==> src/rtl/fetch_pc_unit_pkg.sv <==
// Shared definitions for the fetch front end: FSM state encoding, reset PC
// and the sequential instruction step.
package fetch_pc_unit_pkg;

  typedef enum logic [2:0] {
    IDLE = 3'd0,
    REQ  = 3'd1,
    WAIT = 3'd2,
    HOLD = 3'd3,
    DROP = 3'd4
  } fetch_state_e;

  localparam logic [63:0] RESET_PC_DEFAULT = 64'h0;
  localparam int unsigned INSTR_STEP       = 32'd4;

endpackage

==> src/rtl/fetch_out_reg.sv <==
// Decode-side holding register: presents one fetched instruction and keeps it
// until decode consumes it; clear (wrong path) beats load beats consume.
module fetch_out_reg #(
  parameter int XLEN = 64,
  parameter int ILEN = 32
) (
  input  logic            clk,
  input  logic            rst_n,
  input  logic            clear,
  input  logic            load,
  input  logic            stall,
  input  logic [XLEN-1:0] load_pc,
  input  logic [ILEN-1:0] load_instr,
  output logic            valid,
  output logic [XLEN-1:0] pc,
  output logic [ILEN-1:0] instr
);

  // Slot register: clear on redirect, load on fetch return, drop once consumed.
  always_ff @(posedge clk or negedge rst_n) begin
    if (!rst_n) begin
      valid <= 1'b0;
      pc    <= {XLEN{1'b0}};
      instr <= {ILEN{1'b0}};
    end else if (clear) begin
      valid <= 1'b0;
    end else if (load) begin
      valid <= 1'b1;
      pc    <= load_pc;
      instr <= load_instr;
    end else if (valid && !stall) begin
      valid <= 1'b0;
    end
  end

endmodule

==> src/rtl/fetch_pc_unit.sv <==
// Fetch stage: owns the PC, runs the single-outstanding fetch FSM and applies
// EX branch redirects (flush, retarget, discard of stale responses).
module fetch_pc_unit
  import fetch_pc_unit_pkg::*;
#(
  parameter int              XLEN     = 64,
  parameter int              ILEN     = 32,
  parameter logic [XLEN-1:0] RESET_PC = XLEN'(RESET_PC_DEFAULT),
  parameter int              CNT_W    = 32
) (
  input  logic             clk,
  input  logic             rst_n,
  input  logic             stall_i,
  input  logic             br_valid_i,
  input  logic             br_taken_i,
  input  logic [XLEN-1:0]  br_target_i,
  output logic             imem_req_valid_o,
  output logic [XLEN-1:0]  imem_req_addr_o,
  input  logic             imem_req_ready_i,
  input  logic             imem_rsp_valid_i,
  input  logic [ILEN-1:0]  imem_rsp_data_i,
  output logic             if_valid_o,
  output logic [XLEN-1:0]  if_pc_o,
  output logic [ILEN-1:0]  if_instr_o,
  output logic             flush_o,
  output logic             misalign_o,
  output logic [CNT_W-1:0] redirect_cnt_o
);

  fetch_state_e     state_r;
  fetch_state_e     state_next_s;
  logic [XLEN-1:0]  pc_r;
  logic [CNT_W-1:0] redirect_cnt_r;
  logic             misalign_r;
  logic             redirect_s;
  logic             slot_busy_s;
  logic             req_valid_s;
  logic             accept_s;
  logic             load_s;

  assign redirect_s  = br_valid_i & br_taken_i;
  // An occupied slot that decode is stalling on blocks a new fetch; a consumed one does not.
  assign slot_busy_s = if_valid_o & stall_i;
  assign req_valid_s = (state_r == REQ) & ~slot_busy_s;
  assign accept_s    = req_valid_s & imem_req_ready_i;
  assign load_s      = (state_r == WAIT) & imem_rsp_valid_i & ~redirect_s;

  assign imem_req_valid_o = req_valid_s;
  assign imem_req_addr_o  = req_valid_s ? pc_r : {XLEN{1'b0}};
  assign flush_o          = redirect_s;
  assign misalign_o       = misalign_r;
  assign redirect_cnt_o   = redirect_cnt_r;

  // Next-state logic; a redirect overrides every normal transition.
  always_comb begin
    state_next_s = state_r;
    if (redirect_s) begin
      case (state_r)
        REQ:        state_next_s = accept_s ? DROP : REQ;
        WAIT, DROP: state_next_s = imem_rsp_valid_i ? REQ : DROP;
        default:    state_next_s = REQ;
      endcase
    end else begin
      case (state_r)
        IDLE:    state_next_s = REQ;
        REQ:     state_next_s = accept_s ? WAIT : REQ;
        WAIT:    state_next_s = imem_rsp_valid_i ? (stall_i ? HOLD : REQ) : WAIT;
        HOLD:    state_next_s = (if_valid_o && !stall_i) ? REQ : HOLD;
        DROP:    state_next_s = imem_rsp_valid_i ? REQ : DROP;
        default: state_next_s = IDLE;
      endcase
    end
  end

  // State, PC, redirect counter and misalign pulse registers.
  always_ff @(posedge clk or negedge rst_n) begin
    if (!rst_n) begin
      state_r        <= IDLE;
      pc_r           <= RESET_PC;
      redirect_cnt_r <= {CNT_W{1'b0}};
      misalign_r     <= 1'b0;
    end else begin
      state_r    <= state_next_s;
      misalign_r <= redirect_s & (br_target_i[1:0] != 2'b00);
      if (redirect_s) begin
        pc_r           <= {br_target_i[XLEN-1:2], 2'b00};
        redirect_cnt_r <= redirect_cnt_r + {{(CNT_W-1){1'b0}}, 1'b1};
      end else if (load_s) begin
        pc_r <= pc_r + XLEN'(INSTR_STEP);
      end
    end
  end

  fetch_out_reg #(
    .XLEN (XLEN),
    .ILEN (ILEN)
  ) u_out_reg (
    .clk        (clk),
    .rst_n      (rst_n),
    .clear      (redirect_s),
    .load       (load_s),
    .stall      (stall_i),
    .load_pc    (pc_r),
    .load_instr (imem_rsp_data_i),
    .valid      (if_valid_o),
    .pc         (if_pc_o),
    .instr      (if_instr_o)
  );

endmodule
==> config.mk <==
export PLATFORM = sky130hd
export DESIGN_NAME = fetch_pc_unit
export DESIGN_NICKNAME = d
export VERILOG_FILES = /design/src/rtl/fetch_pc_unit_pkg.sv /design/src/rtl/fetch_out_reg.sv /design/src/rtl/fetch_pc_unit.sv
export SDC_FILE = /design/constraint.sdc
export NUM_CORES = 1
export LEC_CHECK = 0
export BUFFER_PORTS_ARGS = -buffer_cell sky130_fd_sc_hd__buf_2
export CAP_MARGIN = 20
export CORE_UTILIZATION = 35
export CTS_BUF_LIST = sky130_fd_sc_hd__clkbuf_4
export DETAILED_ROUTE_END_ITERATION = 8
export HOLD_SLACK_MARGIN = 0.06
export REMOVE_ABC_BUFFERS = 1
export SLEW_MARGIN = 20
export SYNTH_ARGS = -nofsm -noshare
export SYNTH_HDL_FRONTEND = slang
export SYNTH_HIERARCHICAL = 1
export SYNTH_SLANG_ARGS = --single-unit
==> constraint.sdc <==
create_clock -name clk -period 2.7 [get_ports clk]
set_clock_uncertainty 0.15 [all_clocks]
set_input_delay 0.27 -clock clk [delete_from_list [all_inputs] [get_ports clk]]
set_output_delay 0.27 -clock clk [all_outputs]
set_load 0.03 [all_outputs]
==> impl_metrics.yaml, run 1 <==
run_status:
  status: "completed"
global_routing:
  grt_pass1_vias: 8351
  grt_max_degree: 83
  overflow: 0
  grt_pass1_wl_um: 46800
  antenna_found_initial: 2
  grtUsageTotal_pct: 21.4
die:
  rows: 60
  coreArea_mm2: 0.0269
  boundaryPins: 299
  start_util_pct: 35.6
  dieArea_mm2: 0.0280
  die_w_um: 167
  die_h_um: 167
sta:
  max_slew.worst_pin.slew_ps: 674
  hold_viol_final: 0
  setup_violations: 0
  fin_crit_sh_pct: 99.6
  drv_slew: 0
  relSlewSlack_pct: 55.1
  layout_min_cycle_time_ps: 2690
  finalHoldWorstSlack_ps: 246
  max_freq_mhz: 372
  rsz0062_at_grt: "true"
  tns_ps: 0
synthesis:
  synthDistinctLibCells: 48
  syn_area_mm2: 0.00958
  ys.flop_type: "dfrtp_1"
  yosysTopAreaCellShare_pct: 51.0
  synth_seq_cells: 195
  synthTopCellsByCount: "dfrtp_1 (195), nand2_1 (85), and2_1 (70)"
  synth-async-reset-ratio_pct: 100
  synth_edf_count: 0
  synth.area.top_cells: "dfrtp_1 (51%), mux2_2 (6.8%), mux2_4 (6.3%), and2_1 (4.6%), xnor2_1 (4.6%)"
  synth.most_common_cell: "dfrtp_1"
  syn_area_per_cell_um2: 11.0
  synth_top_area_cell: "dfrtp_1"
  syn_inst: 869
  synth_warnings: 6
  yosysSeqAreaShare_pct: 51.0
detailed_routing:
  drcViolationCount: 0
  viasPerCell: 4.98
  dr.pass1.iters: 5
  drtIter0Drc: 479
  wl_um: 30100
  wl_per_cell_um: 18.0
  detail-route-antenna-nets: 0
  via_count: 8354
critical_path:
  cp.required_ps: 2280
  cp-start-kind: "register"
  critPathKind: "register to output pin"
  arrival_ps: 2270
  ff2ff_path_depth: 7
  worstSetupEndpointType: "output pin"
  crit_fanout: 15
finish:
  fin_nets: 1425
  fin_cells: 1676
  fin_util_pct: 51.9
  layout-area-overhead-vs-synth_pct: 45.6
  drive_above_1_share_pct: 42.8
clock_tree:
  cts.path.max_buffers: 2
  cts_tree: "done"
  cts_inserted_buffers: 17
  cts_root_buf: "clkbuf_4"
  clock_sinks: 195
  htreeDepth: 4
  clkLatencyLatePin_ps: 590
  clkSlewWorstSetupHoldPaths_ps: 200
job:
  max-cap-violations: 0
power_and_ir_drop:
  total_power_mw: 13.7
  power.density_mw_per_mm2: 982
  ir_worst_vdd_v: 0.000581
  leakagePower_nw: 6.54
place:
  routabilityCongestion: 0.797
  dp.final_hpwl_um: 19000
  place_inst: 1514
  io_buffer_count: 296
hold_path:
  min_path_type: "primary input to register"
  holdPathStages: 4
-- flip-flops by register name, indices dropped and copies added, names as in the netlist --
register,flops
u_out_reg/pc,64
u_out_reg/valid,1
state_r,3
redirect_cnt_o,32
u_out_reg/instr,32
misalign_o,1
pc_r,62
-- placed cells by master (no fill, tap or decap), drive strengths merged, types with 19 or more instances in the layout --
| cell type | count |
|---|---|
| a31oi | 19 |
| o21ai | 42 |
| xnor2 | 50 |
| nor2 | 36 |
| and3 | 22 |
| clkbuf | 19 |
| and2 | 70 |
| mux2 | 98 |
| buf | 368 |
| nand4 | 27 |
| nand3 | 41 |
| dlygate4sd3 | 105 |
| dfrtp | 195 |
| nand2 | 85 |
-- per-layer routing --
| metal | wire length (um) | track usage, % | part of all wire [%] | up-vias |
|---|---|---|---|---|
| met1 | 13900 | 29.0 | 46 | 4103 |
| met3 | 1450 | 4.54 | 4.8 | 16 |
| met5 | 0 | 0 | 0 | - |
| met4 | 220 | 4.47 | 0.73 | 0 |
| met2 | 14600 | 35.2 | 48 | 254 |
| li1 | - | - | - | 3981 |
-- final cells by class --
cell class | instances | area (um^2)
Antenna cell | 2 | 5.00
Inverter | 8 | 30.0
Clock buffer | 17 | 128
Timing Repair Buffer | 475 | 3660
Fill cell | 2404 | 12900
Multi-Input combinational cell | 623 | 4590
Clock inverter | 15 | 220
Tap cell | 341 | 427
Sequential cell | 195 | 4880
-- worst max-delay path, cell delays in order (launching register included) --
cell       delay, ps
dfrtp_1          450
buf_6            140
a2111oi_4        390
buf_6            240
buf_12           180
and2_1           150
buf_6            130
-- cell families (layout without fill, tap and decap cells) --
family,after synthesis,count (layout),share of synthesized area [%]
AND/OR/NAND/NOR,365,365,20.6
AO/OA/AOI/OAI,81,81,5.02
XOR/XNOR,66,66,6.04
multiplexers,105,105,13.8
other,1,6,0.0392
adder cells (fa/ha/maj),2,2,0.261
flip-flops,195,195,51.0
buffers and inverters,54,515,3.24
-- final timing paths --
check | startpoint | to | slack (ps)
min reg2reg | redirect_cnt_o[31]$_DFFE_PN0P_ | redirect_cnt_o[31]$_DFFE_PN0P_ | 330
min in group asynchronous | rst_n | u_out_reg/pc[43]$_DFFE_PN0P_ | 600
max in group asynchronous | rst_n | u_out_reg/pc[45]$_DFFE_PN0P_ | 980
max | state_r[2]$_DFF_PN0_ | imem_req_addr_o[54] | 10
min | br_target_i[13] | pc_r[13]$_DFFE_PN0P_ | 250
max reg2reg | state_r[2]$_DFF_PN0_ | pc_r[43]$_DFFE_PN0P_ | 40
-- metrics by stage --
step                instance area [um^2]  setup slack [ps]
finish                             13900              10.6
global route                       13900              -161
CTS                                13600             -54.9
detailed placement                 11700              84.0
global placement                   11700               128
floorplan                           9310             -6290
-- repair_timing --
item / CTS / global route
setup endpoints to repair: 63 / 81
hold buffers: 103 / 2
resized for setup: 110 / 98
cloned: 5 / 2
setup buffers: 8 / 12
pin swaps: 3 / 24
endpoints found under the hold margin: 298 / 3
-- power breakdown --
| part | internal, mW | switching (mW) |
|---|---|---|
| clock | 0.560 | 1.29 |
| sequential | 3.77 | 0.615 |
| combinational | 3.25 | 4.21 |
Power figures use the tool's default switching activity.
==> run 2: changes to the inputs <==
--- a/config.mk
+++ b/config.mk
@@ -8,7 +8,6 @@
 export BUFFER_PORTS_ARGS = -buffer_cell sky130_fd_sc_hd__buf_2
 export CAP_MARGIN = 20
 export CORE_UTILIZATION = 35
-export CTS_BUF_LIST = sky130_fd_sc_hd__clkbuf_4
 export DETAILED_ROUTE_END_ITERATION = 8
 export HOLD_SLACK_MARGIN = 0.06
 export REMOVE_ABC_BUFFERS = 1
==> run 2 against run 1 <==
  * Total power fell by 3.1%
  * Non-clock buffer count fell by 21
  * Routed wire length fell by 5.6%
  * Worst setup slack improved by 72 ps
  * Die area did not move
  * Core utilization fell by 1.9 points
  * Critical path depth rose by 1
==> impl_metrics.yaml, run 2 (synthesis results as in run 1) <==
run_status:
  status: "completed"
clock_tree:
  htreeDepth: 4
  cts_tree: "done"
  clkSlewWorstSetupHoldPaths_ps: 80
  cts.path.max_buffers: 2
  clock_sinks: 195
  cts_root_buf: "clkbuf_16"
  clkLatencyLatePin_ps: 430
  cts_inserted_buffers: 17
sta:
  relSlewSlack_pct: 55.2
  max_slew.worst_pin.slew_ps: 672
  fin_crit_sh_pct: 96.9
  tns_ps: 0
  layout_min_cycle_time_ps: 2620
  setup_violations: 0
  max_freq_mhz: 382
  hold_viol_final: 0
  drv_slew: 0
  finalHoldWorstSlack_ps: 89.2
  worst_slack_ps: 83.0
global_routing:
  grt_pass1_vias: 8259
  antenna_found_initial: 1
  grtUsageTotal_pct: 19.9
  grt_max_degree: 83
  grt_pass1_wl_um: 44500
  overflow: 0
detailed_routing:
  dr.pass1.iters: 4
  drtIter0Drc: 508
  wl_per_cell_um: 17.2
  via_count: 8182
  drcViolationCount: 0
  wl_um: 28400
  detail-route-antenna-nets: 0
  viasPerCell: 4.94
die:
  boundaryPins: 299
  die_w_um: 167
  start_util_pct: 35.6
  die_h_um: 167
  rows: 60
  dieArea_mm2: 0.0280
  coreArea_mm2: 0.0269
finish:
  seq_area_mm2: 0.00488
  largest_reg_flops: 64
  fillers: 2484
  fin_nets: 1404
  multi_input_area_mm2: 0.00444
  reg.largest.list: "u_out_reg/pc: 64 flops, pc_r: 62 flops"
  final_cell_mix: "buf_2 (295), dfrtp_1 (195), dlygate4sd3_1 (101)"
  top_register: "u_out_reg/pc"
  drive_above_1_share_pct: 37.8
  layout_commonest_cell: "buf_2"
  layout-area-overhead-vs-synth_pct: 40.2
critical_path:
  cp.depth: 7
  cp_top_family: "buffers and inverters"
  critPathKind: "register to output pin"
  cp.required_ps: 2280
  max_stage_delay_ps: 350
  crit_fanout: 32
  crit_chain: "buf_4, inv_1, a2111oi_4, buf_4, buf_6, and2_1, buf_2"
  cp-start-kind: "register"
  arrival_ps: 2200
  crit_buf_inv: 5
  ff2ff_path_depth: 5
  reg2reg_to: "pc_r[55]$_DFFE_PN0P_"
  crit_top_cell: "buf_4"
  r2r_slack_ps: 160
  slowest_stage: "dfrtp_1"
  r2r_start: "state_r[2]$_DFF_PN0_"
  worstSetupEndpointType: "output pin"
place:
  dp.final_hpwl_um: 19000
  routabilityCongestion: 0.797
  dpl_worst_slack_ps: 84.0
  io_buffer_count: 296
power_and_ir_drop:
  power.density_mw_per_mm2: 988
  leakagePower_nw: 6.37
  ir_worst_vdd_v: 0.000645
hold_path:
  hold_path_end: "redirect_cnt_o[2]$_DFFE_PN0P_"
  min_path_type: "primary input to register"
  holdPathStages: 3
  hp-start: "br_valid_i"
job:
  max-cap-violations: 0
-- run 2: final cells by class --
class                      count  area share, %
clock inverter                15           1.64
timing repair buffer         454           22.4
clock buffer                  17           3.17
antenna                        2         0.0373
inverter                       8          0.224
multi-input combinational    623           33.0
tap                          341           3.18
sequential                   195           36.3
-- run 2: worst max path at each step --
stage	from	endpoint	slack, ps
3_5_place_dp	pc_r[25]$_DFFE_PN0P_	pc_r[56]$_DFFE_PN0P_	80
6_report	state_r[0]$_DFF_PN0_	imem_req_addr_o[9]	80
4_1_cts	state_r[2]$_DFF_PN0_	imem_req_addr_o[51]	40
3_3_place_gp	pc_r[25]$_DFFE_PN0P_	pc_r[55]$_DFFE_PN0P_	130
5_1_grt	state_r[0]$_DFF_PN0_	imem_req_addr_o[19]	-40
2_1_floorplan	br_valid_i	u_out_reg/instr[0]$_DFFE_PN0P_	-6290
-- run 2: report_power, final --
group          total, mW  internal [mW]  switching, mW
Combinational       6.12           2.26           3.86
Clock               2.77           1.38           1.39
Sequential          4.38           3.78          0.595
Total               13.3           7.42           5.85
-- run 2: timing repair --
item                                    in CTS  in global routing
endpoints found under the setup margin       0                 66
gates resized for setup                      0                  5
buffers inserted                             0                  4
hold endpoints to repair                   177                  0
hold buffers                               101                  0
-- run 2: metal layers --
layer | part of all wire (%) | global-route usage [%]
met4 | 0.90 | 4.43
met3 | 4.8 | 3.78
met1 | 47 | 27.1
met5 | 0 | 0
met2 | 47 | 32.9
-- run 2: stage by stage --
stage / utilization (%) / area [um^2] / total power [mW] / std cells
final: 50.0 / 13400 / 13.3 / 1655
after global routing: 50.0 / 13400 / 14.0 / 1654
after CTS: 49.6 / 13300 / 13.2 / 1647
after detailed placement: 43.5 / 11700 / 10.2 / 1514
after global placement: 43.5 / 11700 / 10.2 / 1514
after floorplan: - / 9310 / 7.70 / 826
-- run 2: worst register-to-register path: cells and delay by family (launching register included) --
family | cells | cell delay (ps)
AO/OA/AOI/OAI | 1 | 160
AND/OR/NAND/NOR | 4 | 1730
flip-flops | 1 | 410
==> run 3: changes to the inputs <==
--- a/config.mk
+++ b/config.mk
@@ -10,7 +10,7 @@
 export CORE_UTILIZATION = 35
 export DETAILED_ROUTE_END_ITERATION = 8
 export HOLD_SLACK_MARGIN = 0.06
-export REMOVE_ABC_BUFFERS = 1
+export PLACE_DENSITY = 0.7
 export SLEW_MARGIN = 20
 export SYNTH_ARGS = -nofsm -noshare
 export SYNTH_HDL_FRONTEND = slang
==> run 3 against run 2 <==
  * Clock power fell by 3%
  * Largest power group unchanged
  * Sequential cell count did not move
  * Clock-buffer cell count rose by 2
  * Critical path type is now primary input to register
  * Sequential power barely moved
==> impl_metrics.yaml, run 3 (synthesis results as in run 1) <==
die:
  coreArea_mm2: 0.0269
  start_util_pct: 35.6
  dieArea_mm2: 0.0280
  rows: 60
  die_h_um: 167
  boundaryPins: 299
  die_w_um: 167
power_and_ir_drop:
  leakagePower_nw: 6.31
  ir_worst_vdd_v: 0.000521
  power.density_mw_per_mm2: 981
detailed_routing:
  drtIter0Drc: 315
  viasPerCell: 5.01
  via_count: 8245
  detail-route-antenna-nets: 0
  wl_met1_um: 12500
  wl_um: 28400
  drcViolationCount: 0
  dr.pass1.iters: 4
  route.top_layer_used: "met4"
  wl_met2_um: 13700
  wl_per_cell_um: 17.3
  wl_met3_um: 1520
global_routing:
  grtUsageTotal_pct: 20.5
  grt_max_degree: 84
  grt_pass1_vias: 8404
  grt_pass1_wl_um: 45300
  overflow: 0
  antenna_found_initial: 2
sta:
  rsz0062_at_grt: "false"
  drv_slew: 0
  fin_crit_sh_pct: 95.2
  max_slew.worst_pin.slew_ps: 627
  relSlewSlack_pct: 57.9
  max_freq_mhz: 389
  tns_ps: 0
  layout_min_cycle_time_ps: 2570
  finalHoldWorstSlack_ps: 83.4
  hold_viol_final: 0
  setup_violations: 0
  worst_slack_ps: 130
critical_path:
  r2r_slack_ps: 160
  cp_top_family: "simple AND/OR/NAND/NOR gates"
  cp.required_ps: 2900
  reg2reg_to: "pc_r[53]$_DFFE_PN0P_"
  cp-start-kind: "primary input"
  crit_fanout: 9
  slowest_stage: "dlygate4sd3_1"
  ff2ff_path_depth: 6
  worstSetupEndpointType: "register"
  max_stage_delay_ps: 550
  r2r_start: "state_r[1]$_DFF_PN0_"
  arrival_ps: 2770
  crit_buf_inv: 3
  crit_chain: "dlygate4sd3_1, buf_2, nand4bb_1, or3_4, or4_4, buf_4, or3_1, a31oi_1"
  critPathKind: "primary input to register"
clock_tree:
  clkSlewWorstSetupHoldPaths_ps: 80
  cts_root_buf: "clkbuf_16"
  post_cts_buffers: 0
  clkLatencyLatePin_ps: 430
  cts_tree: "done"
  cts_inserted_buffers: 17
  htreeDepth: 4
  cts.path.max_buffers: 2
  clock_sinks: 195
place:
  place_area_mm2: 0.0116
  dp.final_hpwl_um: 20000
  routabilityCongestion: 0.844
  dpl_worst_slack_ps: 203
  io_buffer_count: 296
finish:
  top_register: "u_out_reg/pc"
  drive_above_1_share_pct: 37.3
  largest_reg_flops: 64
  seq_area_mm2: 0.00488
  stdcell_area_mm2: 0.0133
  final_cell_mix: "buf_2 (295), dfrtp_1 (195), dlygate4sd3_1 (100)"
  reg.largest.list: "u_out_reg/pc: 64 flops, pc_r: 62 flops"
  fin_util_pct: 49.4
  layout_commonest_cell: "buf_2"
  fillers: 2484
  fin_nets: 1394
  multi_input_area_mm2: 0.00443
  layout-area-overhead-vs-synth_pct: 38.7
run_status:
  status: "completed"
job:
  max-cap-violations: 0
hold_path:
  min_path_type: "primary input to async pin"
-- run 3: power by group --
part	internal (mW)	total, mW	switching [mW]
clock network	1.45	2.68	1.22
registers	3.78	4.40	0.622
logic	2.16	5.95	3.79
-- run 3: area by class of cell --
type	count	share of cell area [%]
diodes	2	0.0377
clock buffers	19	3.41
clock inverters	13	1.22
inverters	8	0.226
multi-input cells	623	33.3
flip-flops and latches	195	36.7
well taps	341	3.21
repair buffers	444	21.8
-- run 3: worst max-delay path by stage --
stage	start	endpoint	slack (ps)	depth (start not counted)
after global placement	state_r[1]$_DFF_PN0_	pc_r[55]$_DFFE_PN0P_	250	5
after detailed placement	state_r[1]$_DFF_PN0_	pc_r[53]$_DFFE_PN0P_	200	6
final	imem_rsp_valid_i	pc_r[53]$_DFFE_PN0P_	130	8
after global routing	pc_r[15]$_DFFE_PN0P_	pc_r[56]$_DFFE_PN0P_	10	5
after CTS	state_r[2]$_DFF_PN0_	imem_req_addr_o[49]	50	5
after floorplan	state_r[0]$_DFF_PN0_	pc_r[55]$_DFFE_PN0P_	50	7
-- run 3: routing by layer --
layer  vias to the layer above  GRT usage, %
met5                         -             0
met3                        37          4.33
li1                       3913             -
met2                       255          34.0
met1                      4040          26.7
met4                         0          6.38
-- run 3: what timing repair did --
action | 4_1_cts | 5_1_grt
gates resized for setup | 0 | 1
hold endpoints to repair | 294 | 0
endpoints found under the setup margin | 0 | 3
hold buffers | 100 | 0
-- run 3: metrics by stage --
step	cells	power [mW]
floorplan	872	8.32
global placement	1511	10.2
detailed placement	1511	10.3
CTS	1643	13.1
global route	1645	13.7
finish	1645	13.0
